$ cat src/rtl/uart_pkg.sv
// Shared types and helpers for the wide-word UART transmitter.
package uart_pkg;

    // Line level while no frame is on the wire.
    localparam logic UART_IDLE_LEVEL = 1'b1;

    // Byte engine: one state per frame field.
    typedef enum logic [2:0] {
        BYTE_IDLE   = 3'd0,
        BYTE_START  = 3'd1,
        BYTE_DATA   = 3'd2,
        BYTE_PARITY = 3'd3,
        BYTE_STOP   = 3'd4
    } byte_state_t;

    // Word sequencer: waiting for a word, or walking its bytes.
    typedef enum logic {
        WORD_IDLE = 1'b0,
        WORD_SEND = 1'b1
    } word_state_t;

    // Number of bit periods in one frame: start + 8 data + parity + stop.
    function automatic int uart_frame_bits(input int parity_en, input int stop_bits);
        return 1 + 8 + parity_en + stop_bits;
    endfunction

endpackage

$ cat src/rtl/uart_byte_tx.sv
// Single-byte UART frame generator with built-in baud divider.
// A frame is loaded whenever the engine is idle, or on the final stop-bit
// cycle, while start is high; this lets the caller chain frames with no gap.
module uart_byte_tx
    import uart_pkg::*;
#(
    parameter int CLKS_PER_BIT = 16,
    parameter int PARITY_EN    = 0,
    parameter int PARITY_ODD   = 0,
    parameter int STOP_BITS    = 1
) (
    input  logic       clk,
    input  logic       reset,
    input  logic       start,
    input  logic [7:0] data,
    output logic       tx,
    output logic       done
);

    localparam int BAUD_W = $clog2(CLKS_PER_BIT);

    byte_state_t       state_q, state_d;
    logic [BAUD_W-1:0] baud_q, baud_d;
    logic [2:0]        bit_q, bit_d;
    logic              stop_q, stop_d;
    logic [7:0]        byte_q, byte_d;
    logic              tx_q, tx_d;
    logic              done_q, done_d;
    logic              baud_wrap;
    logic              load;

    assign baud_wrap = (baud_q == BAUD_W'(CLKS_PER_BIT - 1));
    assign tx        = tx_q;
    assign done      = done_q;

    // State, counters and the registered line output.
    always_ff @(posedge clk) begin
        if (reset) begin
            state_q <= BYTE_IDLE;
            baud_q  <= '0;
            bit_q   <= '0;
            stop_q  <= 1'b0;
            byte_q  <= '0;
            tx_q    <= UART_IDLE_LEVEL;
            done_q  <= 1'b0;
        end else begin
            state_q <= state_d;
            baud_q  <= baud_d;
            bit_q   <= bit_d;
            stop_q  <= stop_d;
            byte_q  <= byte_d;
            tx_q    <= tx_d;
            done_q  <= done_d;
        end
    end

    // Next-state, counter advance and the line level for the next cycle.
    always_comb begin
        state_d = state_q;
        baud_d  = baud_q;
        bit_d   = bit_q;
        stop_d  = stop_q;
        byte_d  = byte_q;
        done_d  = 1'b0;
        load    = 1'b0;
        tx_d    = UART_IDLE_LEVEL;

        case (state_q)
            BYTE_IDLE: begin
                if (start) begin
                    load = 1'b1;
                end
            end
            BYTE_START: begin
                if (baud_wrap) begin
                    state_d = BYTE_DATA;
                    bit_d   = '0;
                end
            end
            BYTE_DATA: begin
                if (baud_wrap) begin
                    if (bit_q == 3'd7) begin
                        state_d = (PARITY_EN != 0) ? BYTE_PARITY : BYTE_STOP;
                        bit_d   = '0;
                        stop_d  = 1'b0;
                    end else begin
                        bit_d = bit_q + 3'd1;
                    end
                end
            end
            BYTE_PARITY: begin
                if (baud_wrap) begin
                    state_d = BYTE_STOP;
                    stop_d  = 1'b0;
                end
            end
            BYTE_STOP: begin
                if (baud_wrap) begin
                    if (stop_q == 1'(STOP_BITS - 1)) begin
                        done_d = 1'b1;
                        stop_d = 1'b0;
                        if (start) begin
                            load = 1'b1;
                        end else begin
                            state_d = BYTE_IDLE;
                        end
                    end else begin
                        stop_d = 1'b1;
                    end
                end
            end
            default: begin
                state_d = BYTE_IDLE;
            end
        endcase

        // Baud counter free-runs through a frame and rests at 0 when idle.
        if (state_q != BYTE_IDLE) begin
            baud_d = baud_wrap ? '0 : baud_q + 1'b1;
        end

        // A new frame always begins with a full-length start bit.
        if (load) begin
            state_d = BYTE_START;
            byte_d  = data;
            baud_d  = '0;
            bit_d   = '0;
        end

        case (state_d)
            BYTE_START:  tx_d = 1'b0;
            BYTE_DATA:   tx_d = byte_d[bit_d];
            BYTE_PARITY: tx_d = (^byte_d) ^ (PARITY_ODD != 0);
            BYTE_STOP:   tx_d = 1'b1;
            default:     tx_d = UART_IDLE_LEVEL;
        endcase
    end

endmodule

$ cat src/rtl/uart_word_tx.sv
// Wide-word UART transmitter: accepts one WORD_W-bit word and sends it as
// WORD_W/8 back-to-back frames through uart_byte_tx.
// Handshake: a word is taken on any rising edge where s_valid && s_ready;
// s_data is only looked at on that edge, and s_valid while busy is ignored.
module uart_word_tx
    import uart_pkg::*;
#(
    parameter int WORD_W       = 128,
    parameter int CLKS_PER_BIT = 16,
    parameter int PARITY_EN    = 0,
    parameter int PARITY_ODD   = 0,
    parameter int STOP_BITS    = 1,
    parameter int MSB_FIRST    = 1
) (
    input  logic              clk,
    input  logic              reset,
    input  logic              s_valid,
    output logic              s_ready,
    input  logic [WORD_W-1:0] s_data,
    output logic              tx,
    output logic              busy,
    output logic              byte_done,
    output logic              word_done
);

    localparam int N_BYTES = WORD_W / 8;
    localparam int BCNT_W  = (N_BYTES > 1) ? $clog2(N_BYTES) : 1;

    word_state_t       word_q, word_d;
    logic [BCNT_W-1:0] byte_cnt_q;
    logic [WORD_W-1:0] sr_q;
    logic              frame_done;
    logic              last_byte;
    logic              word_end;
    logic              accept;
    logic              byte_start;
    logic [7:0]        byte_data;

    // Byte presented to the wire next, according to the configured order.
    function automatic logic [7:0] head_byte(input logic [WORD_W-1:0] w);
        return (MSB_FIRST != 0) ? w[WORD_W-1 -: 8] : w[7:0];
    endfunction

    // Remove the head byte so the following one moves into its place.
    function automatic logic [WORD_W-1:0] drop_byte(input logic [WORD_W-1:0] w);
        return (MSB_FIRST != 0) ? (w << 8) : (w >> 8);
    endfunction

    // The byte counter equals the index of the frame on the wire except in
    // that frame's first cycle; frame ends never fall in that cycle, so
    // last_byte is exact whenever the engine decides whether to chain.
    assign last_byte  = (byte_cnt_q == BCNT_W'(N_BYTES - 1));
    assign word_end   = (word_q == WORD_SEND) && frame_done && last_byte;
    // Ready is raised in the word_done cycle so a new word can be taken
    // there, giving exactly one idle-high cycle between words.
    assign s_ready    = (word_q == WORD_IDLE) || word_end;
    assign busy       = !s_ready;
    assign accept     = s_valid && s_ready;
    // Byte 0 comes straight from s_data; later bytes come from the register,
    // which already holds the next byte at the head when a frame ends.
    assign byte_start = accept || ((word_q == WORD_SEND) && !last_byte);
    assign byte_data  = accept ? head_byte(s_data) : head_byte(sr_q);
    assign byte_done  = frame_done;
    assign word_done  = word_end;

    uart_byte_tx #(
        .CLKS_PER_BIT (CLKS_PER_BIT),
        .PARITY_EN    (PARITY_EN),
        .PARITY_ODD   (PARITY_ODD),
        .STOP_BITS    (STOP_BITS)
    ) u_byte_tx (
        .clk   (clk),
        .reset (reset),
        .start (byte_start),
        .data  (byte_data),
        .tx    (tx),
        .done  (frame_done)
    );

    // Word FSM state register.
    always_ff @(posedge clk) begin
        if (reset) begin
            word_q <= WORD_IDLE;
        end else begin
            word_q <= word_d;
        end
    end

    // Word FSM next state: IDLE until a word arrives, SEND until its last frame.
    always_comb begin
        word_d = word_q;
        case (word_q)
            WORD_IDLE: begin
                if (accept) begin
                    word_d = WORD_SEND;
                end
            end
            WORD_SEND: begin
                if (word_end) begin
                    word_d = accept ? WORD_SEND : WORD_IDLE;
                end
            end
            default: begin
                word_d = WORD_IDLE;
            end
        endcase
    end

    // Shift register and byte counter: the register drops its head byte in
    // the cycle after each frame ends, which is when byte_done pulses.
    always_ff @(posedge clk) begin
        if (reset) begin
            sr_q       <= '0;
            byte_cnt_q <= '0;
        end else if (accept) begin
            sr_q       <= drop_byte(s_data);
            byte_cnt_q <= '0;
        end else if ((word_q == WORD_SEND) && frame_done) begin
            sr_q       <= drop_byte(sr_q);
            byte_cnt_q <= last_byte ? '0 : byte_cnt_q + 1'b1;
        end
    end

endmodule

$ cat config.mk
export PLATFORM = sky130hd
export DESIGN_NAME = uart_word_tx
export DESIGN_NICKNAME = d
export VERILOG_FILES = /design/src/rtl/uart_pkg.sv /design/src/rtl/uart_byte_tx.sv /design/src/rtl/uart_word_tx.sv
export SDC_FILE = /design/constraint.sdc
export NUM_CORES = 1
export LEC_CHECK = 0
export BUFFER_PORTS_ARGS = -buffer_cell sky130_fd_sc_hd__buf_2
export CAP_MARGIN = 20
export CORE_MARGIN = 2
export CORE_UTILIZATION = 59
export CTS_CLUSTER_SIZE = 28
export DETAILED_ROUTE_END_ITERATION = 6
export PLACE_DENSITY = 0.83
export SYNTH_ARGS = -nofsm -noshare
export SYNTH_HDL_FRONTEND = slang
export SYNTH_SLANG_ARGS = --single-unit
$ cat constraint.sdc
create_clock -name clk -period 4.49 [get_ports clk]
set_input_delay 1.1225 -clock clk [delete_from_list [all_inputs] [get_ports clk]]
set_output_delay 1.1225 -clock clk [all_outputs]
set_load 0.05 [all_outputs]
==> results of run 1 <==
-- cell families (layout without fill, tap and decap cells) --
logic type,after synthesis,count (layout),share of synthesized area
and+or+nand+nor,182,182,0.117
AOI/OAI and AO/OA,152,152,0.172
DFF,145,145,0.441
muxes,131,131,0.207
buffers and inverters,63,180,0.0441
xor gates and xnor gates,9,9,0.0120
adders and majority gates,4,4,0.00760
other,0,1,0
-- state kept, by name, indices dropped and copies added (netlist names) --
register           flops
u_byte_tx.tx           1
byte_cnt_q             4
u_byte_tx.done         1
word_q                 1
sr_q                 120
u_byte_tx.bit_q        3
u_byte_tx.state_q      3
u_byte_tx.baud_q       4
u_byte_tx.byte_q       8
-- worst reg2reg max path, cell delays in order, from the launching register on --
cell	delay (ps)
dfxtp_1	400
ha_1	250
nand4_2	170
a21oi_4	730
mux2_2	420
mux2i_1	280
xnor2_1	200
xnor2_1	170
xnor2_1	110
o311ai_1	270
-- power by group --
| part | leakage (nW) | switching (mW) | internal (mW) | total, mW |
|---|---|---|---|---|
| Combinational | 1.72 | 0.248 | 0.217 | 0.466 |
| Sequential | 1.19 | 0.0558 | 1.38 | 1.44 |
| Clock | 0.281 | 0.526 | 0.830 | 1.36 |
-- Yosys cell counts, types with 3 or more instances --
| library cell | instances | area, um2 |
|---|---|---|
| dfxtp_1 | 145 | 2900 |
| nor2_1 | 140 | 526 |
| mux2i_1 | 117 | 1170 |
| a211oi_1 | 112 | 841 |
| clkbuf_1 | 40 | 150 |
| nand2_1 | 13 | 48.8 |
| a21oi_1 | 11 | 55.1 |
| a22oi_1 | 8 | 60.1 |
| buf_2 | 7 | 35.0 |
| buf_4 | 7 | 52.6 |
| xnor2_1 | 7 | 61.3 |
| inv_1 | 5 | 18.8 |
| mux2_2 | 5 | 56.3 |
| nand3_1 | 5 | 25.0 |
| nor3_1 | 5 | 25.0 |
| o21ai_0 | 5 | 25.0 |
| ha_1 | 4 | 50.1 |
| mux2i_2 | 4 | 55.1 |
| mux2_4 | 3 | 45.0 |
| or2_2 | 3 | 18.8 |
-- per-layer routing --
layer | up-vias | global-route usage
met5 | - | 0
met4 | 0 | 0.105
met3 | 30 | 0.0717
met2 | 159 | 0.416
met1 | 2517 | 0.310
li1 | 2697 | -
-- layout make-up --
cell class | count | area, um2 | area share
clock buffer | 22 | 463 | 0.0590
antenna | 1 | 2.50 | 0.000319
sequential | 145 | 2900 | 0.370
clock inverter | 10 | 109 | 0.0139
inverter | 6 | 22.5 | 0.00287
multi-input combinational | 478 | 3410 | 0.435
tap | 140 | 175 | 0.0223
timing repair buffer | 142 | 763 | 0.0972
-- stage by stage --
step	setup WS (ps)	hold slack, ps
CTS	1380	499
floorplan	1700	461
global placement	1130	471
global route	1210	515
detailed placement	896	491
finish	1390	497
-- worst paths after layout --
kind / from / to / slack (ps)
min reg2reg: sr_q[73] / sr_q[73] / 500
max: byte_cnt_q[0] / u_byte_tx.tx / 1390
max reg2reg: byte_cnt_q[0] / u_byte_tx.tx / 1390
min: sr_q[73] / sr_q[73] / 500
==> impl_metrics.csv, run 1 <==
group,metric,value,unit
synth,syn_area,6590,um2
power_and_ir_drop,peakVddDrop,235,uV
clocking,h-tree-depth,4,
hold_path,worstHoldPathCells,2,
timing,slew_viol_final,0,
layout,nets,925,
layout,fin_cells,944,
floorplanning,start_util,0.605,
layout,synthToLayoutAreaGrowth,19.2,%
clocking,cts_tree,"done",
timing,finalHoldViolations,0,
drt,ant_nets,0,
drt,route.met3.wl,875,um
drt,vias,5403,
power_and_ir_drop,power.leakage,3.19,nW
drt,drt_iter0_drc,326,
clocking,root_buffer,"clkbuf_8",
synth,yosysWarnings,0,
drt,via_per_inst,5.72,
worst_setup_path,cp_common_cell,"xnor2_1",
global_route,grt-ovfl-total,0,
synth,seq_area_frac_synth,0.441,
drt,first_pass_iters,5,
floorplanning,coreArea,10900,um2
drt,drc,0,
global_route,grt_max_degree,121,
timing,worst_pin_slew,950,ps
floorplanning,die_area,12000,um2
timing,rsz0062_at_grt,"false",
floorplanning,die_height,110,um
drt,wl_per_cell,15.8,um
clocking,path_clk_slew,60,ps
worst_setup_path,critical_path_buf_inv_count,0,
layout,final_cell_mix,"dfxtp_1, nor2_1, buf_2",
clocking,clock_latency,520,ps
timing,skew,5.29,ps
worst_setup_path,path_max_fanout,21,
layout,nFillCells,782,
worst_setup_path,criticalPathCategory,"reg -> reg",
layout,fin_area,7850,um2
worst_setup_path,cp_top_family,"compound AO/OA/AOI/OAI gates",
worst_setup_path,critPathMaxStageDelay,730,ps
drt,drt-total-wl,14900,um
placed_design,dp_hpwl,9860,um
worst_setup_path,path_cells,"ha_1 > nand4_2 > a21oi_4 > mux2_2 > mux2i_1 > xnor2_1 > xnor2_1 > xnor2_1 > o311ai_1",
clocking,post_cts.repair.setup_buffers,0,
synth,synth-edff-count,0,
drt,wl_met1,6430,um
timing,finalSetupViolCount,0,
worst_setup_path,cp_num_cells,9,
power_and_ir_drop,p_total,3.26,mW
worst_setup_path,critPathCaptureType,"flop",
clocking,cts_resized,0,
layout,post-route-util,0.721,
worst_setup_path,crit_slowest_cell,"a21oi_4",
worst_setup_path,arrival,3520,ps
clocking,cts_sinks,145,
global_route,grt_pass1_vias,5197,
timing,max_freq,323,MHz
worst_setup_path,reg2reg_depth,9,
floorplanning,die_w,110,um
synth,avgSynthCellArea,9.60,um2
drt,wl_met2,7250,um
worst_setup_path,startpoint_type,"flop",
timing,slew_headroom,0.367,
global_route,grt_pass1_wl,23900,um
timing,finalCritPeriodShare,0.690,
synth,syn_nets,821,
hold_path,hold_class,"reg -> reg",
floorplanning,io_pins,136,
placed_design,place_area,7250,um2
timing,tns,0,ps
outcome,outcome,"completed",
global_route,antenna_found_initial,1,
global_route,grt.total_usage,0.252,
worst_setup_path,crit_required,4910,ps
synth,synth_flop_cell,"dfxtp_1",
timing,finalCriticalPeriod,3100,ps
synth,syn_inst,686,
flow_run,maxCapViolCount,0,
synth,async_flop_share,0,
placed_design,dpl.cell_count,910,
floorplanning,rows,38,
drt,top_layer_used,"met4",
synth,synth_cell_type_count,54,
placed_design,io_buffers,135,
synth,synth_seq_cells,145,
clocking,postCtsHoldBufs,0,
placed_design,finalWeightedCongestion,0.818,
power_and_ir_drop,power.density,415,nW/um2
layout,drive_gt1_frac,0.247,
layout,layout_commonest_cell,"dfxtp_1",
clocking,numCtsBuffers,17,
clocking,clk_path_buf_depth,2,
(Power assumes the default switching activity.)
==> run 2: changes to the inputs <==
--- a/config.mk
+++ b/config.mk
@@ -8,10 +8,10 @@
 export BUFFER_PORTS_ARGS = -buffer_cell sky130_fd_sc_hd__buf_2
 export CAP_MARGIN = 20
 export CORE_MARGIN = 2
-export CORE_UTILIZATION = 59
+export CORE_UTILIZATION = 55
 export CTS_CLUSTER_SIZE = 28
 export DETAILED_ROUTE_END_ITERATION = 6
-export PLACE_DENSITY = 0.83
+export PLACE_DENSITY = 0.78
 export SYNTH_ARGS = -nofsm -noshare
 export SYNTH_HDL_FRONTEND = slang
 export SYNTH_SLANG_ARGS = --single-unit
==> constraint.sdc (replaced) <==
create_clock -name clk -period 3.15 [get_ports clk]
set_input_delay 0.7875 -clock clk [delete_from_list [all_inputs] [get_ports clk]]
set_output_delay 0.7875 -clock clk [all_outputs]
set_load 0.05 [all_outputs]
==> impl_metrics.csv, run 2 (synthesis gave the netlist of run 1 again) <==
group,metric,value,unit
timing,max_freq,358,MHz
timing,tns,0,ps
global_route,grt-ovfl-total,0,
global_route,grt_pass1_vias,5253,
clocking,cts_tree,"done",
worst_setup_path,reg2reg_slack,360,ps
worst_setup_path,reg2reg_from,"byte_cnt_q[0]",
global_route,grt_max_degree,125,
power_and_ir_drop,peakVddDrop,355,uV
layout,regMostFlops,"sr_q",
hold_path,min_to,"sr_q[127]",
timing,finalHoldViolations,0,
clocking,cts_resized,0,
timing,finalSetupViolCount,0,
clocking,clk_path_buf_depth,2,
drt,first_pass_iters,4,
layout,nets,926,
clocking,root_buffer,"clkbuf_16",
hold_path,worst_hold_startpoint,"sr_q[127]",
flow_run,maxCapViolCount,0,
drt,drt-total-wl,14900,um
clocking,postCtsHoldBufs,0,
worst_setup_path,crit_required,3460,ps
hold_path,hold_class,"reg -> reg",
power_and_ir_drop,internal_power,3.47,mW
floorplanning,start_util,0.570,
layout,synthToLayoutAreaGrowth,19.3,%
worst_setup_path,arrival,3100,ps
power_and_ir_drop,p_seq_frac,0.444,
power_and_ir_drop,clockPowerShare,0.413,
floorplanning,coreArea,11600,um2
power_and_ir_drop,switching_power,1.15,mW
floorplanning,die_area,12900,um2
timing,skew,5.03,ps
clocking,path_clk_slew,60,ps
timing,slew_headroom,0.324,
hold_path,worstHoldPathCells,2,
global_route,antenna_found_initial,0,
floorplanning,die_height,113,um
placed_design,io_buffers,135,
drt,drc,0,
clocking,numCtsBuffers,17,
global_route,grt_pass1_wl,24900,um
timing,finalCriticalPeriod,2790,ps
timing,finalCritPeriodShare,0.887,
outcome,outcome,"completed",
timing,worst_pin_slew,1010,ps
placed_design,finalWeightedCongestion,0.817,
global_route,grt.total_usage,0.239,
layout,final_cell_mix,"dfxtp_1, nor2_1, buf_2",
power_and_ir_drop,p_comb_frac,0.143,
clocking,clock_latency,420,ps
drt,ant_nets,0,
timing,slew_viol_final,0,
worst_setup_path,startpoint_type,"flop",
power_and_ir_drop,power.density,588,nW/um2
drt,vias,5346,
layout,diodes,0,
floorplanning,rows,39,
drt,drt_iter0_drc,329,
floorplanning,io_pins,136,
worst_setup_path,critPathCaptureType,"flop",
power_and_ir_drop,p_sw_frac,0.249,
power_and_ir_drop,power.leakage,3.20,nW
layout,layout_commonest_cell,"dfxtp_1",
layout,largestRegisters,"sr_q: 120 flops, u_byte_tx.byte_q: 8 flops",
worst_setup_path,reg2reg_depth,9,
drt,wl_per_cell,15.7,um
floorplanning,die_w,113,um
timing,rsz0062_at_grt,"false",
power_and_ir_drop,p_total,4.62,mW
worst_setup_path,rr_endpoint,"u_byte_tx.tx",
clocking,cts_sinks,145,
clocking,post_cts.repair.setup_buffers,0,
placed_design,dp_hpwl,9920,um
clocking,h-tree-depth,4,
worst_setup_path,crit_path_start,"byte_cnt_q[0]",
layout,largest_register_ff_count,120,
worst_setup_path,path_max_fanout,11,
layout,drive_gt1_frac,0.244,
drt,via_per_inst,5.65,
worst_setup_path,criticalPathCategory,"reg -> reg",
## run 2: layer usage
layer	routed length, um	GRT usage
met4	259	0.0837
met5	0	0
met3	940	0.0755
met1	6520	0.294
met2	7180	0.396
## run 2: final cells by class
cell class | instances | area [um2]
Clock inverter | 5 | 50.0
Multi-Input combinational cell | 478 | 3410
Sequential cell | 145 | 2900
Tap cell | 143 | 179
Fill cell | 922 | 3710
Clock buffer | 27 | 513
Inverter | 6 | 22.5
Timing Repair Buffer | 143 | 776
## run 2: per-stage QoR
step           hold slack (ps)  setup WS [ps]  instance area, um2  std cells   util
2_1_floorplan              461            633                6590        686      -
3_3_place_gp               470            342                7290        915  0.631
3_5_place_dp               488            265                7290        915  0.631
4_1_cts                    498            400                7860        947  0.679
5_1_grt                    511            110                7860        947  0.679
6_report                   496            356                7860        947  0.679
## run 2: worst max path at each step
stage	cells after the start	slack, ps	end
2_1_floorplan	9	630	u_byte_tx.tx
3_3_place_gp	9	340	u_byte_tx.tx
3_5_place_dp	9	260	u_byte_tx.tx
4_1_cts	9	400	u_byte_tx.tx
5_1_grt	9	110	u_byte_tx.tx
6_report	9	360	u_byte_tx.tx
## run 2: critical path, stage by stage (launching register included)
cell	delay (ps)
dfxtp_1	390
ha_1	250
nand4_2	160
a21oi_4	400
mux2_2	390
mux2i_1	320
xnor2_1	160
xnor2_1	220
xnor2_1	110
o311ai_1	270
## run 2: power groups by stage
stage / sequential, mW / clock [mW] / combinational (mW)
global route: 2.06 / 2.01 / 0.739
finish: 2.05 / 1.91 / 0.662
global placement: 2.08 / 0 / 0.635
floorplan: 2.06 / 0 / 0.499
detailed placement: 2.09 / 0 / 0.658
CTS: 2.05 / 1.94 / 0.665
==> run 3: changes to the inputs <==
--- a/config.mk
+++ b/config.mk
@@ -5,13 +5,15 @@
 export SDC_FILE = /design/constraint.sdc
 export NUM_CORES = 1
 export LEC_CHECK = 0
+export ABC_AREA = 1
 export BUFFER_PORTS_ARGS = -buffer_cell sky130_fd_sc_hd__buf_2
 export CAP_MARGIN = 20
 export CORE_MARGIN = 2
-export CORE_UTILIZATION = 55
+export CORE_UTILIZATION = 56
 export CTS_CLUSTER_SIZE = 28
 export DETAILED_ROUTE_END_ITERATION = 6
-export PLACE_DENSITY = 0.78
+export PLACE_DENSITY = 0.79
+export RECOVER_POWER = 50
 export SYNTH_ARGS = -nofsm -noshare
 export SYNTH_HDL_FRONTEND = slang
 export SYNTH_SLANG_ARGS = --single-unit
==> impl_metrics.csv, run 3 <==
group,metric,value,unit
outcome,outcome,"completed",
synth,synthSimpleGateAreaFrac,0.312,
drt,drt_iter0_drc,630,
clocking,cts_tree,"done",
synth,avgSynthCellArea,6.80,um2
placed_design,dp_hpwl,11100,um
synth,yosysMostFrequentCell,"nand2_1",
power_and_ir_drop,p_total,4.73,mW
layout,fin_cells,1319,
global_route,grt_util_met1,0.338,
synth,synth_flop_cell,"dfxtp_1",
synth,synth_fa_ha_area_frac,0.00706,
synth,post-synth-top-area-fraction,0.409,
placed_design,finalWeightedCongestion,0.898,
layout,multi_input_area,3300,um2
worst_setup_path,crit_path_start,"byte_cnt_q[0]",
clocking,numCtsBuffers,17,
floorplanning,die_area,13600,um2
global_route,grt_pass1_wl,27600,um
synth,async_flop_share,0,
synth,synth_seq_cells,145,
timing,finalCritPeriodShare,0.880,
synth,syn_inst,1043,
timing,slew_viol_final,0,
synth,synth-compound-area-share,0.148,
worst_setup_path,reg2reg_from,"byte_cnt_q[0]",
power_and_ir_drop,peakVddDrop,414,uV
worst_setup_path,startpoint_type,"flop",
clocking,post_cts.repair.setup_buffers,0,
timing,finalHoldViolations,0,
power_and_ir_drop,power.density,569,nW/um2
synth,syn_area,7090,um2
synth,synthTopCellsByArea,"dfxtp_1, nand2_1, o211ai_1, nand3_1, inv_1",
timing,hold_ws,468,ps
worst_setup_path,reg2reg_depth,14,
drt,first_pass_iters,5,
clocking,root_buffer,"clkbuf_16",
floorplanning,start_util,0.569,
layout,nets,1271,
layout,diodes,0,
global_route,grt-ovfl-total,0,
clocking,clock_latency,420,ps
global_route,grt_max_degree,139,
floorplanning,coreArea,12500,um2
timing,rsz0062_at_grt,"false",
worst_setup_path,reg2reg_slack,490,ps
placed_design,io_buffers,135,
worst_setup_path,arrival,1980,ps
synth,seq_area_frac_synth,0.409,
clocking,cts_sinks,145,
synth,synthMuxAreaShare,0,
synth,synth_cell_type_count,33,
global_route,antenna_found_initial,0,
layout,final_cell_mix,"nand2_1, dfxtp_1, inv_1",
floorplanning,die_height,117,um
timing,worst_pin_slew,792,ps
clocking,clk_path_buf_depth,2,
drt,via_per_inst,5.09,
global_route,globalRouteMet3Util,0.0690,
global_route,gr-usage-met2,0.411,
clocking,h-tree-depth,4,
layout,nFillCells,1160,
floorplanning,rows,41,
hold_path,hold_class,"reg -> reg",
drt,drc,0,
synth,synth-edff-count,0,
layout,post-route-util,0.667,
timing,skew,5.12,ps
floorplanning,die_w,117,um
flow_run,maxCapViolCount,0,
global_route,top_usage_layer,"met2",
timing,tns,0,ps
drt,ant_nets,0,
layout,largestRegisters,"sr_q: 120 flops, u_byte_tx.byte_q: 8 flops",
worst_setup_path,criticalPathCategory,"reg -> out",
placed_design,dpl.cell_count,1289,
worst_setup_path,critPathCaptureType,"output pin",
synth,synth_common_cells,"nand2_1, dfxtp_1, inv_1",
clocking,postCtsHoldBufs,0,
drt,vias,6712,
synth,synth_xor_area_frac,0.00124,
clocking,path_clk_slew,60,ps
power_and_ir_drop,power.leakage,4.24,nW
layout,largest_register_ff_count,120,
synth,synth_top_family_by_area,"simple AND/OR/NAND/NOR gates",
layout,regMostFlops,"sr_q",
worst_setup_path,endpoint,"s_ready",
global_route,grt_pass1_vias,6016,
layout,drive_gt1_frac,0.162,
synth,synth_top_area_cell,"dfxtp_1",
timing,slew_headroom,0.472,
worst_setup_path,path_max_fanout,10,
synth,syn_nets,1178,
timing,max_freq,361,MHz
drt,wl_per_cell,12.8,um
worst_setup_path,rr_endpoint,"u_byte_tx.tx",
layout,register_area,2900,um2
layout,synthToLayoutAreaGrowth,17.2,%
clocking,cts_resized,0,
timing,finalSetupViolCount,0,
floorplanning,io_pins,136,
worst_setup_path,crit_required,2360,ps
global_route,grt.total_usage,0.256,
synth,yosysWarnings,0,
drt,drt-total-wl,16800,um
layout,layout_commonest_cell,"nand2_1",
timing,finalCriticalPeriod,2770,ps
run 3: final cells by class:
cell class | count | share of cell area
Sequential cell | 145 | 0.349
Timing Repair Buffer | 144 | 0.0921
Multi-Input combinational cell | 680 | 0.398
Tap cell | 172 | 0.0259
Clock buffer | 21 | 0.0542
Clock inverter | 9 | 0.0132
Inverter | 148 | 0.0677
run 3: cells by family (layout without fill, tap and decap cells):
family,Yosys count,after routing
AO/OA/AOI/OAI,144,144
XOR/XNOR,1,1
flip-flops,145,145
buffers and inverters,218,322
adder cells (fa/ha/maj),4,4
AND/OR/NAND/NOR,531,531
run 3: worst min path at each step:
stage | startpoint | to | cells past startpoint
6_report | sr_q[11] | sr_q[11] | 2
5_1_grt | sr_q[10] | sr_q[10] | 2
4_1_cts | sr_q[11] | sr_q[11] | 2
3_5_place_dp | sr_q[15] | sr_q[15] | 2
3_3_place_gp | sr_q[9] | sr_q[9] | 2
2_1_floorplan | sr_q[10] | sr_q[10] | 2
run 3: metal layers:
layer / wire (um) / part of all wire / vias to the layer above
li1: - / - / 3555
met1: 7730 / 0.46 / 2980
met2: 7890 / 0.47 / 155
met3: 959 / 0.057 / 22
met4: 245 / 0.015 / 0
met5: 0 / 0 / -
run 3: power breakdown:
| group | switching (mW) | internal, mW |
|---|---|---|
| Sequential | 0.0780 | 1.98 |
| Clock | 0.749 | 1.18 |
| Combinational | 0.468 | 0.279 |
| Total | 1.30 | 3.43 |
run 3: critical path, stage by stage, from the launching register on:
cell and delay (ps):
dfxtp_1 380, ha_1 200, nand3_2 120, o21bai_1 320, buf_4 250, buf_2 280
run 3: through the flow:
stage                     worst slack [ps]  cell area, um2
final                                  379            8310
after global placement                 697            7770
after CTS                              525            8330
after global routing                   227            8310
after detailed placement               566            7770
after floorplan                        784            7090
